File: src/rtl/addsub_pkg.sv
// rtl/addsub_pkg.sv - shared types, BCD constants and the slice adder function for addsub_seq
package addsub_pkg;

  typedef enum logic {IDLE, RUN} state_t;

  localparam logic [3:0] BCD_ADJ = 4'h6;
  localparam logic [3:0] BCD_MAX = 4'h9;

  // Widest slice slice_add can handle; callers zero-pad and pass the active nibble count.
  localparam int SLICE_MAX = 64;

  typedef struct packed {
    logic                 cout;
    logic [SLICE_MAX-1:0] sum;
    logic                 nib0_cout;
  } slice_res_t;

  function automatic logic [4:0] nib_add(input logic [3:0] a, input logic [3:0] b,
                                         input logic cin, input logic dec);
    logic [4:0] s;
    s = {1'b0, a} + {1'b0, b} + {4'b0000, cin};
    if (dec && (s > {1'b0, BCD_MAX})) nib_add = {1'b1, s[3:0] + BCD_ADJ};
    else                              nib_add = s;
  endfunction

  function automatic slice_res_t slice_add(input logic [SLICE_MAX-1:0] a,
                                           input logic [SLICE_MAX-1:0] b,
                                           input logic cin, input logic dec,
                                           input int nnib);
    slice_res_t r;
    logic       c;
    logic [4:0] n;
    r = '0;
    c = cin;
    for (int i = 0; i < SLICE_MAX / 4; i++) begin
      if (i < nnib) begin
        n = nib_add(a[4*i +: 4], b[4*i +: 4], c, dec);
        r.sum[4*i +: 4] = n[3:0];
        c = n[4];
        if (i == 0) r.nib0_cout = c;
      end
    end
    r.cout = c;
    return r;
  endfunction

endpackage

File: src/rtl/addsub_slice.sv
// rtl/addsub_slice.sv - combinational SLICE-bit adder, nibble carry chain, optional BCD correction
module addsub_slice #(
  parameter int SLICE = 4
) (
  input  logic [SLICE-1:0] a,
  input  logic [SLICE-1:0] b,
  input  logic             cin,
  input  logic             dec,
  output logic [SLICE-1:0] sum,
  output logic             cout,
  output logic             nib0_cout
);
  import addsub_pkg::*;

  slice_res_t r;

  assign r         = slice_add(SLICE_MAX'(a), SLICE_MAX'(b), cin, dec, SLICE / 4);
  assign sum       = r.sum[SLICE-1:0];
  assign cout      = r.cout;
  assign nib0_cout = r.nib0_cout;

  generate
    if (SLICE < SLICE_MAX) begin : g_pad
      logic unused_hi;
      assign unused_hi = ^r.sum[SLICE_MAX-1:SLICE];
    end
  endgenerate

endmodule

File: src/rtl/addsub_seq.sv
// rtl/addsub_seq.sv - slice-serial add/subtract engine; ADDSUB_SEQ_BCD_EN enables packed-BCD mode
module addsub_seq #(
  parameter int WIDTH = 16,
  parameter int SLICE = 4
) (
  input  logic             CLK_n,
  input  logic             RESET_n,
  input  logic             Start,
  input  logic [WIDTH-1:0] A,
  input  logic [WIDTH-1:0] B,
  input  logic             Sub,
  input  logic             Carry_In,
  input  logic             Dec,
  output logic             Busy,
  output logic             Done,
  output logic [WIDTH-1:0] Res,
  output logic             Carry,
  output logic             Half_Carry,
  output logic             Zero,
  output logic             Overflow
);
  import addsub_pkg::*;

  localparam int NSLICE = WIDTH / SLICE;
  localparam int CW     = (NSLICE > 1) ? $clog2(NSLICE) : 1;

  state_t           state;
  logic [CW-1:0]    cnt;
  logic [WIDTH-1:0] a_sr, b_sr, res_sr;
  logic             carry_q, hc_q, dec_q, a_msb, b_msb;

  logic [WIDTH-1:0] b_in, next_res;
  logic             dec_in, last, hc_fin, ovf_fin;
  logic [SLICE-1:0] s_sum;
  logic             s_cout, s_nib0;

  always_comb begin
    b_in = Sub ? ~B : B;
`ifdef ADDSUB_SEQ_BCD_EN
    dec_in = Dec;
    // Decimal subtract uses the per-nibble 9's complement instead of bit inversion.
    if (Dec && Sub) begin
      for (int i = 0; i < WIDTH / 4; i++) b_in[4*i +: 4] = BCD_MAX - B[4*i +: 4];
    end
`else
    dec_in = 1'b0;
`endif
  end

`ifndef ADDSUB_SEQ_BCD_EN
  logic unused_dec;
  assign unused_dec = Dec;
`endif

  addsub_slice #(.SLICE(SLICE)) u_slice (
    .a         (a_sr[SLICE-1:0]),
    .b         (b_sr[SLICE-1:0]),
    .cin       (carry_q),
    .dec       (dec_q),
    .sum       (s_sum),
    .cout      (s_cout),
    .nib0_cout (s_nib0)
  );

  always_comb begin
    next_res = (res_sr >> SLICE) | (WIDTH'(s_sum) << (WIDTH - SLICE));
    last     = (cnt == CW'(NSLICE - 1));
    hc_fin   = (cnt == '0) ? s_nib0 : hc_q;
    ovf_fin  = (a_msb == b_msb) && (next_res[WIDTH-1] != a_msb) && !dec_q;
  end

  always_ff @(posedge CLK_n or negedge RESET_n) begin
    if (!RESET_n) begin
      state      <= IDLE;
      cnt        <= '0;
      a_sr       <= '0;
      b_sr       <= '0;
      res_sr     <= '0;
      carry_q    <= 1'b0;
      hc_q       <= 1'b0;
      dec_q      <= 1'b0;
      a_msb      <= 1'b0;
      b_msb      <= 1'b0;
      Busy       <= 1'b0;
      Done       <= 1'b0;
      Res        <= '0;
      Carry      <= 1'b0;
      Half_Carry <= 1'b0;
      Zero       <= 1'b0;
      Overflow   <= 1'b0;
    end else begin
      Done <= 1'b0;
      case (state)
        IDLE: begin
          if (Start) begin
            a_sr    <= A;
            b_sr    <= b_in;
            carry_q <= Carry_In;
            dec_q   <= dec_in;
            a_msb   <= A[WIDTH-1];
            b_msb   <= b_in[WIDTH-1];
            res_sr  <= '0;
            cnt     <= '0;
            Busy    <= 1'b1;
            state   <= RUN;
          end
        end
        RUN: begin
          res_sr  <= next_res;
          a_sr    <= a_sr >> SLICE;
          b_sr    <= b_sr >> SLICE;
          carry_q <= s_cout;
          cnt     <= cnt + 1'b1;
          if (cnt == '0) hc_q <= s_nib0;
          if (last) begin
            Res        <= next_res;
            Carry      <= s_cout;
            Half_Carry <= hc_fin;
            Zero       <= ~|next_res;
            Overflow   <= ovf_fin;
            Done       <= 1'b1;
            Busy       <= 1'b0;
            cnt        <= '0;
            state      <= IDLE;
          end
        end
        default: state <= IDLE;
      endcase
    end
  end

endmodule

File: config.mk
export PLATFORM = sky130hd
export DESIGN_NAME = addsub_seq
export DESIGN_NICKNAME = d
export VERILOG_FILES = /design/src/rtl/addsub_pkg.sv /design/src/rtl/addsub_slice.sv /design/src/rtl/addsub_seq.sv
export SDC_FILE = /design/constraint.sdc
export NUM_CORES = 1
export LEC_CHECK = 0
export ABC_CLOCK_PERIOD_IN_PS = 1850
export CAP_MARGIN = 20
export CORE_MARGIN = 5
export CORE_UTILIZATION = 31
export CTS_BUF_LIST = sky130_fd_sc_hd__clkbuf_4 sky130_fd_sc_hd__clkbuf_8 sky130_fd_sc_hd__clkbuf_16
export CTS_CLUSTER_DIAMETER = 30
export DETAILED_ROUTE_END_ITERATION = 16
export PLACE_DENSITY = 0.63
export SLEW_MARGIN = 20
export SYNTH_ARGS = -nofsm -noshare
export SYNTH_HDL_FRONTEND = slang
export SYNTH_SLANG_ARGS = --single-unit
File: constraint.sdc
create_clock -name CLK_n -period 1.85 [get_ports CLK_n]
set_clock_uncertainty 0.05 [all_clocks]
set_input_delay 0.185 -clock CLK_n [delete_from_list [all_inputs] [get_ports CLK_n]]
set_output_delay 0.185 -clock CLK_n [all_outputs]
set_load 0.005 [all_outputs]
==> results of run 1 <==
[worst reg2reg max path, cell delays in order, from the launching register on]
cell and delay [ns]:
dfrtp_1 0.37, inv_2 0.05, fa_2 0.39, inv_2 0.06
fa_2 0.44, nor4_1 0.19, nand4_1 0.13, o31ai_1 0.20
[worst paths after layout]
| kind | startpoint | to | slack, ns | cells past startpoint |
|---|---|---|---|---|
| min | RESET_n | Res[0]$_DFFE_PN0P_ | 0.30 | 2 |
| max | a_sr[0]$_DFFE_PN0P_ | Zero$_DFFE_PN0P_ | -0.11 | 7 |
| max reg2reg | a_sr[0]$_DFFE_PN0P_ | Zero$_DFFE_PN0P_ | -0.11 | 7 |
| min in group CLK_n | Start | res_sr[9]$_DFFE_PN0P_ | 0.33 | 2 |
| max in group asynchronous | RESET_n | b_sr[0]$_DFFE_PN0P_ | 0.87 | 3 |
| min reg2reg | Res[1]$_DFFE_PN0P_ | Res[1]$_DFFE_PN0P_ | 0.42 | 2 |
[state kept, by name, indices dropped and copies added, names as in the netlist, 2 cells and up]
signal and flops:
cnt 2, b_sr 16, Res 16, a_sr 16, res_sr 12
[Yosys cell counts, types with 2 or more instances]
master    count
buf_2         4
nand2b_1      8
inv_1         7
a22o_1        4
nand2_1      88
fa_1          2
o21ai_0      46
clkbuf_1     16
nor2_1       15
dfrtp_1      73
a21oi_1       5
xnor2_1      16
a21o_1        3
mux2i_1      17
a211oi_1      5
a31oi_1       2
nor4_1        2
o31ai_1       3
ha_1          5
[cells by family after synthesis]
| family | synth area share (%) |
|---|---|
| adder cells (fa/ha/maj) | 3.103 |
| AND/OR/NAND/NOR | 15.32 |
| multiplexers | 5.486 |
| AO/OA/AOI/OAI | 12.79 |
| XOR/XNOR | 4.502 |
| flip-flops | 55.24 |
| buffers and inverters | 3.557 |
[power groups by stage]
| stage | sequential, µW | clock [µW] | combinational [µW] |
|---|---|---|---|
| global placement | 2700 | 0 | 2320 |
| finish | 2690 | 1380 | 2430 |
| floorplan | 2600 | 0 | 1390 |
| global route | 2780 | 1490 | 2770 |
| detailed placement | 2720 | 0 | 2380 |
| CTS | 2700 | 1420 | 2460 |
[through the flow]
stage / hold slack (ns) / cells / TNS, ns
floorplan: -0.1606 / 338 / -0.03265
global placement: 0.1302 / 523 / -0.1946
detailed placement: 0.1379 / 523 / -0.4830
CTS: 0.3063 / 539 / -0.09357
global route: 0.3378 / 539 / -0.3922
finish: 0.2977 / 539 / -0.1311
[layout make-up]
class,instances,area (µm²),share of cell area [%]
multi-input cells,236,1395,32.06
clock inverters,5,80.08,1.840
well taps,136,170.2,3.910
clock buffers,10,137.6,3.163
flip-flops and latches,73,1828,42.01
inverters,8,30.03,0.6901
repair buffers,71,710.7,16.33
[what timing repair did]
action / 4_1_cts / 5_1_grt
pin swaps: 1 / 1
gates resized for setup: 7 / 1
endpoints found under the hold margin: 36 / 0
hold buffers: 1 / 0
endpoints found under the setup margin: 6 / 4
[per-layer routing]
layer  GRT usage, %  part of all wire (%)  up-vias
met5              0                     0        -
li1               -                     -     1247
met2          17.58                    47       49
met3          3.369                   4.1        9
met1          15.42                    47     1156
met4          3.766                   1.3        0
==> impl_metrics.py, run 1 <==
metrics = {
    "status": {
        "status": "finished with violations",
        "violations": "negative setup slack",
    },
    "sta": {
        "fmax_mhz": 509.7,
        "rsz0062_at_grt": "yes",
        "setup_viol": 2,
        "worstMarginPinSlew_ns": 0.5555,
        "hold_viol": 0,
        "fin_crit_ns": 1.962,
        "slew_violations": 0,
        "period_share_pct": 106.0,
        "setup_slack_ns": -0.1119,
        "slew_headroom_pct": 62.97,
    },
    "critical_path": {
        "critPathBufInv": 2,
        "crit_chain": "inv_2, fa_2, inv_2, fa_2, nor4_1, nand4_1, o31ai_1",
        "cpLargestDelayFamily": "adder cells",
        "cp.arrival_ns": 2.16,
        "critPathKind": "register to register",
        "cp.required_ns": 2.05,
        "worst_setup_path_start_kind": "register",
        "cp_max_fo": 3,
        "cpPeakStageDelay_ns": 0.44,
        "end_kind": "register",
        "critPathSlowestCell": "fa_2",
    },
    "pwr": {
        "power.share.clock_pct": 21.2,
        "power_frac_seq_pct": 41.4,
        "switching_power_uw": 2200,
        "switching_share_pct": 33.86,
        "p_leak_uw": 0.001959,
        "p_int_uw": 4297,
        "total_power_uw": 6496,
        "combPwrFrac_pct": 37.3,
        "ir_worst_vdd_mv": 0.4385,
        "powerDensity_mw_per_mm2": 1493,
    },
    "route": {
        "ant_nets": 0,
        "avgViaCountPerCell": 4.566,
        "routed_wl_mm": 7.068,
        "drc": 0,
        "first_pass_iters": 5,
        "drtIter0Drc": 83,
        "avgRoutedWirePerCell_um": 13.11,
        "vias": 2461,
    },
    "clock_network": {
        "clkSinkCount": 73,
        "cts-root-buf": "clkbuf_8",
        "cts_tree": "yes",
        "clk_latency_ns": 0.34,
        "h-tree-depth": 3,
        "clk_path_buf_depth": 2,
        "clk_pin_slew_worst_paths_ns": 0.08,
        "cts_buffers": 9,
        "cts_setup_buffers": 0,
    },
    "synthesis": {
        "syn_inst": 338,
        "yosysSeqAreaShare_pct": 55.24,
        "syn_area_mm2": 0.003307,
        "yosys.area.top_type": "dfrtp_1",
        "synth_edf_count": 0,
        "synth_nets": 383,
        "synth_async_sr_flop_share_pct": 100.0,
        "syn_avg_cell_area_um2": 9.784,
        "synth_top_flop_cell": "dfrtp_1",
        "synth_area_leaders": "dfrtp_1, nand2_1, o21ai_0",
        "yosysWarnings": 0,
        "netlist.area_leader.share_pct": 55.24,
        "yosysUniqueCellTypes": 36,
        "ys_ff_latch": 73,
    },
    "cells_and_area": {
        "fill_cells": 1047,
        "layout-drive-gt1-share_pct": 9.926,
        "utilization_pct": 41.96,
        "final_common_cell": "nand2_1",
        "most-common-layout-cells": "nand2_1, dfrtp_1, clkdlybuf4s50_1, o21ai_0, mux2i_1",
        "fin_nets": 444,
        "syn_to_final_growth_pct": 31.59,
        "design_area_mm2": 0.004352,
        "num_antenna_cells": 0,
    },
    "placement": {
        "portBuffers": 58,
        "post-place-ws_ns": -0.1809,
        "place.gp.congestion": 0.7524,
        "place_area_mm2": 0.004091,
        "dp_hpwl_mm": 5.094,
    },
    "die": {
        "die_x_um": 113.3,
        "start_util_pct": 31.89,
        "fp.dieH_um": 113.3,
        "num_rows": 37,
        "ios": 60,
        "dieArea_mm2": 0.01283,
        "core_mm2": 0.01037,
    },
    "grt": {
        "antenna_found_initial": 0,
        "grt_pass1_wl_mm": 11.75,
        "grtUsageTotal_pct": 11.41,
        "grt_max_degree": 52,
        "grt_pass1_vias": 2427,
        "overflow": 0,
    },
    "run": {
        "drv_cap": 0,
    },
    "hold_path": {
        "hold_path_class": "input pin to asynchronous set/reset pin",
    },
}
(Power assumes the default switching activity.)
==> run 2, diff against run 1 <==
==> constraint.sdc (replaced) <==
create_clock -name CLK_n -period 1.85 [get_ports CLK_n]
set_clock_uncertainty 0.05 [all_clocks]
set_input_delay 0.2775 -clock CLK_n [delete_from_list [all_inputs] [get_ports CLK_n]]
set_output_delay 0.2775 -clock CLK_n [all_outputs]
set_load 0.005 [all_outputs]
==> impl_metrics.py, run 2 (synthesized netlist as in run 1, its figures left out) <==
metrics = {
    "die": {
        "fp.dieH_um": 113.3,
        "start_util_pct": 31.89,
        "num_rows": 37,
        "ios": 60,
        "core_mm2": 0.01037,
        "die_x_um": 113.3,
        "dieArea_mm2": 0.01283,
    },
    "status": {
        "violations": "negative setup slack",
        "status": "finished with violations",
    },
    "clock_network": {
        "clk_pin_slew_worst_paths_ns": 0.08,
        "clkSinkCount": 73,
        "cts_tree": "yes",
        "cts_buffers": 9,
        "cts-root-buf": "clkbuf_8",
        "clk_path_buf_depth": 2,
        "h-tree-depth": 3,
        "clk_latency_ns": 0.34,
    },
    "grt": {
        "use_met1_pct": 15.98,
        "grt_pass1_vias": 2603,
        "grtUsageTotal_pct": 12.04,
        "grt_busiest_layer": "met2",
        "use_met2_pct": 19.39,
        "grtUsageMet3_pct": 2.620,
        "antenna_found_initial": 0,
        "grt_max_degree": 52,
        "grt_pass1_wl_mm": 12.52,
        "overflow": 0,
    },
    "cells_and_area": {
        "num_antenna_cells": 0,
        "fin_nets": 448,
        "design_area_mm2": 0.004364,
        "most-common-layout-cells": "nand2_1, dfrtp_1, clkdlybuf4s50_1, o21ai_0, mux2i_1",
        "multiInputGateArea_mm2": 0.001404,
        "syn_to_final_growth_pct": 31.97,
        "finalNonFillerCells": 544,
        "seq_area_mm2": 0.001828,
        "reg_top3": "Res: 16 flops, a_sr: 16 flops, b_sr: 16 flops",
        "fill_cells": 1040,
        "layout-drive-gt1-share_pct": 11.76,
        "final_common_cell": "nand2_1",
    },
    "placement": {
        "dp_cells": 524,
        "dp_hpwl_mm": 5.232,
        "portBuffers": 58,
        "place.gp.congestion": 0.7485,
        "place_area_mm2": 0.004099,
        "post-place-ws_ns": -0.1942,
    },
    "route": {
        "drc": 0,
        "vias": 2494,
        "first_pass_iters": 4,
        "avgRoutedWirePerCell_um": 13.39,
        "avgViaCountPerCell": 4.585,
        "routed_wl_mm": 7.284,
        "ant_nets": 0,
        "drtIter0Drc": 62,
    },
    "critical_path": {
        "worst_setup_path_start_kind": "register",
        "r2r_start": "a_sr[0]$_DFFE_PN0P_",
        "reg2reg_depth": 7,
        "cpLargestDelayFamily": "adder cells",
        "crit_chain": "inv_2, fa_2, inv_2, fa_2, nor4_2, nand4_1, o31ai_1",
        "critPathBufInv": 2,
        "cpPeakStageDelay_ns": 0.46,
        "cp-startpoint": "a_sr[0]$_DFFE_PN0P_",
        "regToRegSetupSlack_ns": -0.08,
        "cp_max_fo": 3,
        "critPathKind": "register to register",
        "cp.arrival_ns": 2.14,
        "end_kind": "register",
        "critPathSlowestCell": "fa_2",
        "cp.required_ns": 2.05,
        "r2r_end": "Zero$_DFFE_PN0P_",
    },
    "hold_path": {
        "hold_path_class": "input pin to asynchronous set/reset pin",
    },
    "pwr": {
        "ir_worst_vdd_mv": 0.6574,
        "switching_share_pct": 35.14,
        "p_leak_uw": 0.001972,
        "p_int_uw": 4171,
        "power.share.clock_pct": 18.7,
        "switching_power_uw": 2260,
        "powerDensity_mw_per_mm2": 1474,
        "combPwrFrac_pct": 39.4,
        "power_frac_seq_pct": 41.9,
    },
    "sta": {
        "worstMarginPinSlew_ns": 0.4614,
        "fin_crit_ns": 1.934,
        "slew_violations": 0,
        "fmax_mhz": 517.1,
        "setup_slack_ns": -0.08370,
        "slew_headroom_pct": 69.24,
        "rsz0062_at_grt": "yes",
        "hold_viol": 0,
        "setup_viol": 2,
        "period_share_pct": 104.5,
    },
    "run": {
        "drv_cap": 0,
    },
}
[run 2: cell types whose count changed in the layout (fill, tap and decap cells not counted), sizes merged]
cell | before | now
buf | 14 | 18
clkinv | 2 | 4
clkinvlp | 2 | 1
bufinv | 2 | 0
clkbuf | 10 | 12
[run 2: power by group through the flow]
stage	Sequential, µW	Combinational (µW)	Clock, µW
final	2690	2540	1200
after detailed placement	2710	2410	0
after CTS	2700	2540	1230
after global routing	2800	2850	1310
after floorplan	2600	1390	0
after global placement	2700	2320	0
[run 2: final cells by class]
class | count | area share (%)
inverter | 8 | 0.6881
clock buffer | 12 | 3.784
timing repair buffer | 75 | 16.97
tap | 136 | 3.899
sequential | 73 | 41.89
multi-input combinational | 236 | 32.17
clock inverter | 4 | 0.6021
[run 2: per-stage QoR]
step           hold WS [ns]  utilization, %  setup TNS, ns  power [µW]
6_report             0.3581           42.08        -0.1126        6431
5_1_grt              0.3840           42.08        -0.3806        6955
4_1_cts              0.3615           41.95        -0.1169        6474
3_5_place_dp         0.2035           39.53        -0.5453        5120
3_3_place_gp         0.1958           39.53        -0.1884        5021
2_1_floorplan      -0.06809               -       -0.03265        3991
[run 2: repair_timing]
item / CTS / global route
buffers inserted: 2 / 1
gates resized for setup: 9 / 2
hold buffers: 1 / 0
pin swaps: 2 / 1
endpoints found under the hold margin: 31 / 0
endpoints found under the setup margin: 7 / 6
[run 2: per-layer routing]
layer / vias to the layer above / wire [µm]
met5: - / 0
li1: 1260 / -
met4: 0 / 80
met3: 7 / 271
met1: 1178 / 3509
met2: 49 / 3423
[run 2: worst max-delay path by stage]
stage                                   endpoint  slack (ns)  cells past startpoint
final                           Zero$_DFFE_PN0P_       -0.08                      7
after global routing            Zero$_DFFE_PN0P_       -0.20                      7
after CTS                       Zero$_DFFE_PN0P_       -0.09                      7
after detailed placement        Zero$_DFFE_PN0P_       -0.19                      7
after global placement    Half_Carry$_DFFE_PN0P_       -0.09                      8
after floorplan                 Zero$_DFFE_PN0P_       -0.03                      7
